`config.mk`:
```
export PLATFORM = sky130hd
export DESIGN_NAME = sim_intf_mlane
export DESIGN_NICKNAME = d
export VERILOG_FILES = /design/src/rtl/sim_intf_pkg.sv /design/src/rtl/sim_intf_fifo.sv /design/src/rtl/sim_intf_mlane.sv
export SDC_FILE = /design/constraint.sdc
export NUM_CORES = 2
export LEC_CHECK = 0
export CAP_MARGIN = 40
export CORE_MARGIN = 4
export CORE_UTILIZATION = 53
export DETAILED_ROUTE_END_ITERATION = 7
export MAX_ROUTING_LAYER = met4
export PLACE_DENSITY = 0.83
export SLEW_MARGIN = 20
export SYNTH_ARGS = -nofsm -noshare
export SYNTH_HDL_FRONTEND = slang
export SYNTH_SLANG_ARGS = --single-unit
```
`constraint.sdc`:
```
create_clock -name clk -period 8 [get_ports clk]
set_input_delay 1.6 -clock clk [delete_from_list [all_inputs] [get_ports clk]]
set_output_delay 1.6 -clock clk [all_outputs]
set_load 0.01 [all_outputs]
```
`src/rtl/sim_intf_pkg.sv`:
```
// Shared types and helpers for the multi-lane simulator interface checker.
package sim_intf_pkg;

  localparam int XLEN_DEF = 64;
  localparam logic [31:0] CNT_SAT = 32'hFFFF_FFFF;

  typedef logic [XLEN_DEF-1:0] xlen_t;
  typedef logic [31:0] inst_t;

  typedef enum logic {RUN = 1'b0, HALT = 1'b1} state_e;

  typedef struct packed {
    logic       miss;
    logic [2:0] lane;
    xlen_t      pc_try;
    xlen_t      pc_factual;
    inst_t      inst;
  } chk_res_t;

  function automatic logic [2:0] popcount4(input logic [3:0] v);
    popcount4 = 3'(v[0]) + 3'(v[1]) + 3'(v[2]) + 3'(v[3]);
  endfunction

  // Counters stick at all-ones instead of wrapping back to zero.
  function automatic logic [31:0] sat_add(input logic [31:0] a, input logic [2:0] b);
    logic [32:0] s;
    s = {1'b0, a} + 33'(b);
    return s[32] ? CNT_SAT : s[31:0];
  endfunction

endpackage

```
`src/rtl/sim_intf_fifo.sv`:
```
// Expected-record FIFO: one push per cycle, pops 0..RETIRE_W, exposes RETIRE_W head entries.
module sim_intf_fifo
  import sim_intf_pkg::*;
#(
  parameter int XLEN     = 64,
  parameter int DEPTH    = 8,
  parameter int RETIRE_W = 2
) (
  input  logic                               clk,
  input  logic                               rst_n,
  input  logic                               push,
  input  logic [XLEN-1:0]                    push_pc,
  input  inst_t                              push_inst,
  input  logic [2:0]                         pop_n,
  output logic [$clog2(DEPTH):0]             count,
  output logic [RETIRE_W-1:0][XLEN-1:0]      head_pc,
  output inst_t [RETIRE_W-1:0]               head_inst
);

  localparam int AW = $clog2(DEPTH);
  localparam int CW = AW + 1;

  logic [XLEN-1:0] mem_pc   [DEPTH];
  inst_t           mem_inst [DEPTH];
  logic [AW-1:0]   wr_ptr;
  logic [AW-1:0]   rd_ptr;

  always_ff @(posedge clk) begin
    if (push) begin
      mem_pc[wr_ptr]   <= push_pc;
      mem_inst[wr_ptr] <= push_inst;
    end
  end

  always_ff @(posedge clk or negedge rst_n) begin
    if (!rst_n) begin
      wr_ptr <= '0;
      rd_ptr <= '0;
      count  <= '0;
    end else begin
      if (push) wr_ptr <= wr_ptr + AW'(1);
      rd_ptr <= rd_ptr + AW'(pop_n);
      count  <= count + CW'(push) - CW'(pop_n);
    end
  end

  // Head window wraps naturally because the index is AW bits wide.
  always_comb begin
    for (int i = 0; i < RETIRE_W; i++) begin
      logic [AW-1:0] idx;
      idx          = rd_ptr + AW'(i);
      head_pc[i]   = mem_pc[idx];
      head_inst[i] = mem_inst[idx];
    end
  end

endmodule

```
`src/rtl/sim_intf_mlane.sv`:
```
// Multi-lane commit checker: compares committed PCs against golden records from the reference model.
module sim_intf_mlane
  import sim_intf_pkg::*;
#(
  parameter int XLEN         = 64,
  parameter int RETIRE_W     = 2,
  parameter int DEPTH        = 8,
  parameter bit STOP_ON_MISS = 1'b1
) (
  input  logic                        clk,
  input  logic                        rst_n,
  input  logic                        exp_valid,
  output logic                        exp_ready,
  input  logic [XLEN-1:0]             exp_pc,
  input  logic [31:0]                 exp_inst,
  input  logic [RETIRE_W-1:0]         commit_valid,
  output logic                        commit_ready,
  input  logic [RETIRE_W*XLEN-1:0]    commit_pc,
  input  logic                        clr,
  output logic                        chk_valid,
  output logic                        chk_miss,
  output logic [$clog2(RETIRE_W):0]   chk_lane,
  output logic [XLEN-1:0]             chk_pc_try,
  output logic [XLEN-1:0]             chk_pc_factual,
  output logic [31:0]                 chk_inst,
  output logic [31:0]                 ok_cnt,
  output logic [31:0]                 miss_cnt,
  output logic                        halted,
  output logic                        err
);

  localparam int CW = $clog2(DEPTH) + 1;
  localparam int LW = $clog2(RETIRE_W) + 1;

  logic [CW-1:0]                 count;
  logic [RETIRE_W-1:0][XLEN-1:0] head_pc;
  inst_t [RETIRE_W-1:0]          head_inst;
  state_e                        state;
  chk_res_t                      res;

  logic [2:0]          n_valid, n_miss, sel_lane;
  logic                thermo, any_valid, any_miss, accept, push;
  logic [RETIRE_W-1:0] miss_vec;
  logic [XLEN-1:0]     sel_try, sel_fact;
  inst_t               sel_inst;

  sim_intf_fifo #(.XLEN(XLEN), .DEPTH(DEPTH), .RETIRE_W(RETIRE_W)) u_fifo (
    .clk       (clk),
    .rst_n     (rst_n),
    .push      (push),
    .push_pc   (exp_pc),
    .push_inst (exp_inst),
    .pop_n     (accept ? n_valid : 3'd0),
    .count     (count),
    .head_pc   (head_pc),
    .head_inst (head_inst)
  );

  // A beat is only taken whole: every valid lane must have a matching FIFO entry.
  always_comb begin
    n_valid      = popcount4(4'(commit_valid));
    thermo       = ((commit_valid & (commit_valid + RETIRE_W'(1))) == '0);
    any_valid    = |commit_valid;
    exp_ready    = (count < CW'(DEPTH));
    commit_ready = (state == RUN) && (count != '0) && (32'(count) >= 32'(n_valid));
    accept       = commit_ready && any_valid && thermo;
    push         = exp_valid && exp_ready;
    for (int i = 0; i < RETIRE_W; i++)
      miss_vec[i] = commit_valid[i] && (commit_pc[i*XLEN +: XLEN] != head_pc[i]);
    any_miss = |miss_vec;
    n_miss   = popcount4(4'(miss_vec));
    sel_lane = n_valid - 3'd1;
    for (int i = RETIRE_W-1; i >= 0; i--)
      if (miss_vec[i]) sel_lane = 3'(i);
    sel_try  = '0;
    sel_fact = '0;
    sel_inst = '0;
    for (int i = 0; i < RETIRE_W; i++) begin
      if (3'(i) == sel_lane) begin
        sel_try  = commit_pc[i*XLEN +: XLEN];
        sel_fact = head_pc[i];
        sel_inst = head_inst[i];
      end
    end
  end

  // Result register, statistics, sticky error and RUN/HALT control.
  always_ff @(posedge clk or negedge rst_n) begin
    if (!rst_n) begin
      state     <= RUN;
      res       <= '0;
      chk_valid <= 1'b0;
      ok_cnt    <= '0;
      miss_cnt  <= '0;
      err       <= 1'b0;
    end else begin
      chk_valid <= accept;
      if (accept) begin
        res.miss       <= any_miss;
        res.lane       <= sel_lane;
        res.pc_try     <= xlen_t'(sel_try);
        res.pc_factual <= xlen_t'(sel_fact);
        res.inst       <= sel_inst;
        ok_cnt         <= sat_add(ok_cnt, n_valid - n_miss);
        miss_cnt       <= sat_add(miss_cnt, n_miss);
      end
      if (any_valid && !thermo) err <= 1'b1;
      else if (clr)             err <= 1'b0;
      case (state)
        RUN:  if (accept && any_miss && STOP_ON_MISS) state <= HALT;
        HALT: if (clr) state <= RUN;
        default: state <= RUN;
      endcase
    end
  end

  if (LW < 3) begin : g_lane_pad
    logic unused_lane;
    assign unused_lane = ^res.lane[2:LW];
  end

  assign chk_miss       = res.miss;
  assign chk_lane       = res.lane[LW-1:0];
  assign chk_pc_try     = res.pc_try[XLEN-1:0];
  assign chk_pc_factual = res.pc_factual[XLEN-1:0];
  assign chk_inst       = res.inst;
  assign halted         = (state == HALT);

endmodule

```
# Yosys cells after proc, flatten, opt, wreduce, memory -nomap -nowiden

Memory sizes are Yosys's and may differ from the RTL's.
Cells that the tools add are included.

Add/subtract/negate cells: 12
Order comparisons: 2
Equality and inequality tests: 3
Mux-type cells: 18
Bitwise gates (word level): 2
Reduce and logical (&&, ||, !) cells: 16

Operator list:

| cell                                                                  | number |
|---|---|
| 64-bit two-way mux                                                    | 4 |
| 32-bit two-way mux                                                    | 4 |
| 64-bit inequality test                                                | 2 |
| 32-bit by 2-bit adder with 33-bit output                              | 1 |
| 32-bit by 3-bit adder with 33-bit output                              | 1 |
| 1-bit logical AND                                                     | 9 |
| 3-bit two-way mux                                                     | 3 |
| 3-bit by 1-bit adder with 3-bit output (second input constant)        | 2 |
| 1-bit two-way mux                                                     | 6 |
| 1-bit by 1-bit adder with 2-bit output                                | 2 |
| 4-bit by 1-bit adder with 4-bit output                                | 1 |
| 4-bit by 2-bit >= comparator with 1-bit output                        | 1 |
| 4-bit < comparator (second input constant)                            | 1 |
| 4-bit nonzero test                                                    | 1 |
| 2-bit OR reduction                                                    | 2 |
| 4-bit by 3-bit subtractor with 4-bit output                           | 1 |
| 3-bit adder                                                           | 1 |
| 1-bit by 3-bit equality test with 1-bit output (first input constant) | 1 |
| 3-bit zero test                                                       | 1 |
| 2-bit by 1-bit subtractor with 3-bit output (second input constant)   | 1 |
| 2-bit by 2-bit subtractor with 3-bit output                           | 1 |
| 2-bit by 1-bit adder with 2-bit output (second input constant)        | 1 |
| 2-bit bitwise AND                                                     | 1 |
| 2-bit zero test                                                       | 1 |
| 4 further kinds                                                       | 4 |

Register bits: 240
Memory bits (writable): 768
Input bits: 230
Output and inout port bits: 232
Logic and storage cells: 68
Memories kept: 2

Memories:

| memory          | depth | width | rd ports | clocked after memory_dff | wr ports | line                | text |
|---|---|---|---|---|---|---|---|
| u_fifo.mem_pc   | 8     | 64    | 2        | 0                        | 1        | sim_intf_fifo.sv:23 | `logic [XLEN-1:0] mem_pc [DEPTH];` |
| u_fifo.mem_inst | 8     | 32    | 2        | 0                        | 1        | sim_intf_fifo.sv:24 | `inst_t mem_inst [DEPTH];` |

# Depth between registers and ports, before layout

An unclocked memory read counts as a cell.

Word-level depth: 9
Depth in mapped cells: 30
Depth with buffers taken out: 24

# Hierarchy

From an unflattened synthesis, not the netlist that was laid out.

Cells, all modules: 3495
Area, all modules: 48868.1 um^2

By module, submodules not included:

| module         | instances | cells an instance | area each (um^2) | seq. area each (um^2) |
|---|---|---|---|---|
| sim_intf_fifo  | 1         | 2383              | 36806.6          | 23312.4 |
| sim_intf_mlane | 1         | 1112              | 12061.6          | 5755.5 |

# Least setup slack after synthesis

Ideal clock, no wire load.

Kind: input to register
Start point: in exp_valid
End point: mem u_fifo.mem_inst[2][0] (netlist bit) (enable)
Setup time: 688 ps
Data arrival time: 9076 ps
Required time: 7312 ps
Slack: -1764 ps
Cell stages on the path: 4
Buffers on the path: 1
Cell sequence: nor2b_1 > clkbuf_1 > nand2b_1 > nor3b_1

Longest elaborated chain between the ends: 3

RTL lines:

| what                                    | line                 | text |
|---|---|---|
| start, declared                         | sim_intf_mlane.sv:12 | `input logic exp_valid,` |
| 1-bit logical AND                       | sim_intf_mlane.sv:67 | `push = exp_valid && exp_ready;` |
| via push                                | sim_intf_mlane.sv:42 | `logic thermo, any_valid, any_miss, accept, push;` |
| 1-bit two-way mux                       | sim_intf_fifo.sv:29  | `if (push) begin` |
| 1-bit two-way mux (not written as such) | sim_intf_fifo.sv:31  | `mem_inst[wr_ptr] <= push_inst;` |
| end, declared                           | sim_intf_fifo.sv:24  |  |

The timed path passes the listed nets, and every way through them passes these cells.

# Final worst setup path

Start point: reg u_fifo.rd_ptr[0]
End point: reg ok_cnt[19]

Longest elaborated chain between the ends: 8
Elaborated cells between the ends (all ways): 10
Those cells by class: add/sub (4); eq/ne (2); mux (1); reduce/logical (2); memory (1)

RTL lines:

| what                                          | line                  | text |
|---|---|---|
| start, declared                               | sim_intf_fifo.sv:26   | `logic [AW-1:0] rd_ptr;` |
| start signal, assigned                        | sim_intf_fifo.sv:42   | `rd_ptr <= rd_ptr + AW'(pop_n);` |
| 3-bit by 1-bit adder with 3-bit output        | sim_intf_fifo.sv:51   | `idx = rd_ptr + AW'(i);` |
| memory read 8 x 64 bit *                      | n/a                   |  |
| 64-bit inequality test                        | sim_intf_mlane.sv:69  | `miss_vec[i] = commit_valid[i] && (commit_pc[i*XLEN +: XLEN] != head_pc[i]);` |
| 1-bit logical AND                             | sim_intf_mlane.sv:69  |  |
| 1-bit by 1-bit adder with 2-bit output *      | sim_intf_pkg.sv:21    | `popcount4 = 3'(v[0]) + 3'(v[1]) + 3'(v[2]) + 3'(v[3]);` |
| 2-bit by 2-bit subtractor with 3-bit output * | sim_intf_mlane.sv:104 | `ok_cnt <= sat_add(ok_cnt, n_valid - n_miss);` |
| 32-bit by 3-bit adder with 33-bit output *    | sim_intf_pkg.sv:27    | `s = {1'b0, a} + 33'(b);` |
| 32-bit two-way mux *                          | sim_intf_pkg.sv:28    | `return s[32] ? CNT_SAT : s[31:0];` |
| end signal, assigned                          | sim_intf_mlane.sv:104 |  |
| end, declared                                 | sim_intf_mlane.sv:26  | `output logic [31:0] ok_cnt,` |

Every way passes the cells marked *; elsewhere a longest branch is shown, timed or not.
A chain may end at the register's enable or synchronous reset.

==> impl_metrics.yaml <==
synth:
  synth_top_cell_area_share_pct: 44.5
  synth_most_common_cell: "edfxtp_1"
  netlist_area_um2: 51800
  synth_warnings: 0
  post-synth-top-area-cell: "edfxtp_1"
  yosysUniqueCellTypes: 86
  ys_seq_area_share_pct: 56.1
  async_flop_share_pct: 23.8
  ys_ff_latch: 1008
  syn_nets: 3810
  synth.avg_cell_area_um2: 14.6
  synthTopCellsByCount: "edfxtp_1 (768), nand2_1 (389), mux4_2 (370)"
  ys.flop_type: "edfxtp_1"
  syn_inst: 3551
  synth_edf_count: 768
  synth.area.top_cells: "edfxtp_1 (45%), mux4_2 (16%), dfrtp_1 (12%)"
finish:
  stdcell_count: 5361
  multi_input_area_um2: 21100
  n_fill_cell: 6723
  fin_nets: 4215
  area_growth_pct: 19.1
  drive_gt1_share_pct: 18.0
  seq_area_um2: 29100
grt:
  grt_pass1_wl_um: 263000
  grt.total_usage_pct: 36.5
  grt_pass1_vias: 36700
  grt.overflow.total: 0
  antenna_found_initial: 37
  grt_start_max_net_pins: 113
timing:
  tightestPinTransition_ns: 1.02
  finalSetupTns_ns: 0
  period_share_pct: 96.1
  hold_violations: 0
  period_needed_ns: 7.69
  timing.fmax_mhz: 130
  relSlewSlack_pct: 32.2
  worst_clock_skew_ns: 0.0368
  setup_viol: 0
  finalMaxSlewViolations: 0
power:
  combPwrFrac_pct: 51.9
  p_switching_mw: 10.3
  power_leakage_nw: 21.8
  p_seq_share_pct: 28.1
  p_int_mw: 15.1
  powerDensity_nw_per_um2: 413
  pwr-share-clk_pct: 20.1
  peakVddDrop_mv: 0.502
  switching_share_pct: 40.6
detailed_routing:
  wire_per_inst_um: 34.7
  drt-initial-drc-count: 6403
  dr.pass1.iters: 8
  via_per_inst: 7.14
  vias: 38300
  drc: 0
  wl_um: 186000
  postRouteAntennaNets: 0
floorplan:
  die_w_um: 321
  die_h_um: 321
  pin_count: 462
  core_um2: 96900
  dieArea_um2: 103000
  placementRows: 114
  initial_utilization_pct: 53.5
cts:
  numCtsBuffers: 104
  cts_buffer_depth: 3
  ctsHoldBuffers: 0
  clk_latency_ns: 0.70
  cts.sinks: 1008
  cts_tree: "yes"
  cts_root_buf: "clkbuf_16"
  h-tree-depth: 3
  clk_pin_slew_ns: 0.06
worst_setup_path:
  reg2reg_slack_ns: 0.31
  worstPathArrival_ns: 8.32
  worstPathRequired_ns: 8.63
  setup.worst_path.start_class: "flop"
  crit_type: "flop to flop"
  endpoint_kind: "flop"
  r2r_cells: 24
  cp_max_fo: 23
min_path:
  min_path_type: "flop to flop"
  min_path_cells: 2
place:
  hpwl_um: 126000
  dp_cells: 5119
  io_buffer_count: 461
  finalWeightedCongestion: 1.04
job:
  drv_cap: 0
run_status:
  status: "finished clean"
-- layout make-up --
type,instances,share of cell area (%)
Sequential cell,1008,47.1
Antenna cell,39,0.158
Tap cell,1276,2.59
Clock buffer,134,4.68
Inverter,83,0.511
Timing Repair Buffer,574,9.64
Clock inverter,62,1.16
Multi-Input combinational cell,2185,34.1
-- power by group through the flow --
stage	Sequential, mW	Clock [mW]	Combinational [mW]
floorplan	7.18	0	8.37
global placement	7.17	0	12.5
detailed placement	7.21	0	12.7
CTS	7.11	5.13	12.8
global route	7.19	5.38	13.7
finish	7.15	5.12	13.2
-- path summary, 6_finish.rpt --
| path | endpoint | start |
|---|---|---|
| max reg2reg | ok_cnt[19] | u_fifo.rd_ptr[0] |
| min in group asynchronous | miss_cnt[18] | rst_n |
| max | ok_cnt[19] | u_fifo.rd_ptr[0] |
| min reg2reg | chk_lane[0] | chk_lane[0] |
| max in group asynchronous | chk_pc_factual[15] | rst_n |
| min | chk_lane[0] | chk_lane[0] |
-- worst max-delay path, stage by stage (launching register included) --
cell and delay, ns:
dfrtp_4 0.60, ha_4 0.46, buf_4 0.48, mux4_2 0.61, xnor2_1 0.59, nand4_1 0.20
nor3_1 0.60, o2111a_1 0.25, nor4b_1 0.22, a31oi_1 0.38, inv_1 0.15, ha_1 0.26
ha_1 0.21, inv_1 0.08, fa_1 0.42, ha_1 0.29, a21o_1 0.11, a21oi_1 0.06
nor4b_1 0.27, buf_4 0.20, nor4bb_1 0.32, and2_1 0.20, nand4_1 0.19, or3_1 0.36
nand3_1 0.09
-- layer usage --
metal / vias to the layer above / GRT usage, % / share of wire, %
met1: 19200 / 45.6 / 34
met4: 0 / 16.3 / 5.3
met2: 3447 / 52.8 / 44
met3: 582 / 14.8 / 16
met5: - / - / 0
li1: 15100 / - / -
-- placed cells by master, fill, tap and decap left out, types with 14 or more instances in the layout --
cell type        instances
mux4_2                 370
nor3_1                  28
buf_4                   79
o211ai_1                89
edfxtp_1               768
clkbuf_16              107
dfrtp_1                237
a22oi_1                 30
clkinv_2                24
xnor2_1                126
ha_1                    23
o21ai_0                 94
buf_12                  20
nand3_1                100
clkbuf_1                16
xor2_1                  46
nand2_1                388
a21oi_1                 67
nor4_1                  16
inv_1                   78
and3_1                  19
mux2_2                  18
nand2b_1                14
nor2_1                  62
nand4_1                 93
clkdlybuf4s50_1        460
o22ai_1                 36
bufinv_16               15
o311ai_1                35
mux2i_1                260
a32o_1                  62
o311ai_2                24
diode_2                 39
-- registers in the layout (all words and copies together) (netlist names), 4 cells and up --
name and flops:
chk_inst 32, chk_pc_factual 64, chk_pc_try 64, miss_cnt 32, ok_cnt 32, u_fifo.count 4, u_fifo.mem_inst 256, u_fifo.mem_pc 512
-- repair_timing --
item                                    4_1_cts  5_1_grt
resized for setup                             0        1
setup buffers                                 0        0
endpoints found under the setup margin        0        2
-- per-stage QoR --
stage | hold WS, ns | power, mW | worst slack [ns] | cell area, um2 | utilization (%)
2_1_floorplan | 0.480 | 15.5 | -1.76 | 51800 | -
3_3_place_gp | 0.470 | 19.7 | 0.243 | 57600 | 59.5
3_5_place_dp | 0.478 | 19.9 | 0.147 | 57900 | 59.7
4_1_cts | 0.491 | 25.1 | 0.326 | 61500 | 63.5
5_1_grt | 0.501 | 26.3 | -0.0000613 | 61700 | 63.7
6_report | 0.483 | 25.5 | 0.309 | 61700 | 63.7
-- kinds of logic (layout without fill, tap and decap cells) --
logic type | Yosys count | count (layout) | share of synthesized area (%)
xor gates and xnor gates | 174 | 174 | 2.96
and+or+nand+nor | 788 | 788 | 7.17
muxes | 649 | 649 | 21.5
DFF | 1008 | 1008 | 56.1
buffers and inverters | 358 | 853 | 3.51
adders and majority gates | 29 | 29 | 0.773
other | 0 | 39 | 0
AOI/OAI and AO/OA | 545 | 545 | 7.97
(Power assumes the default switching activity.)
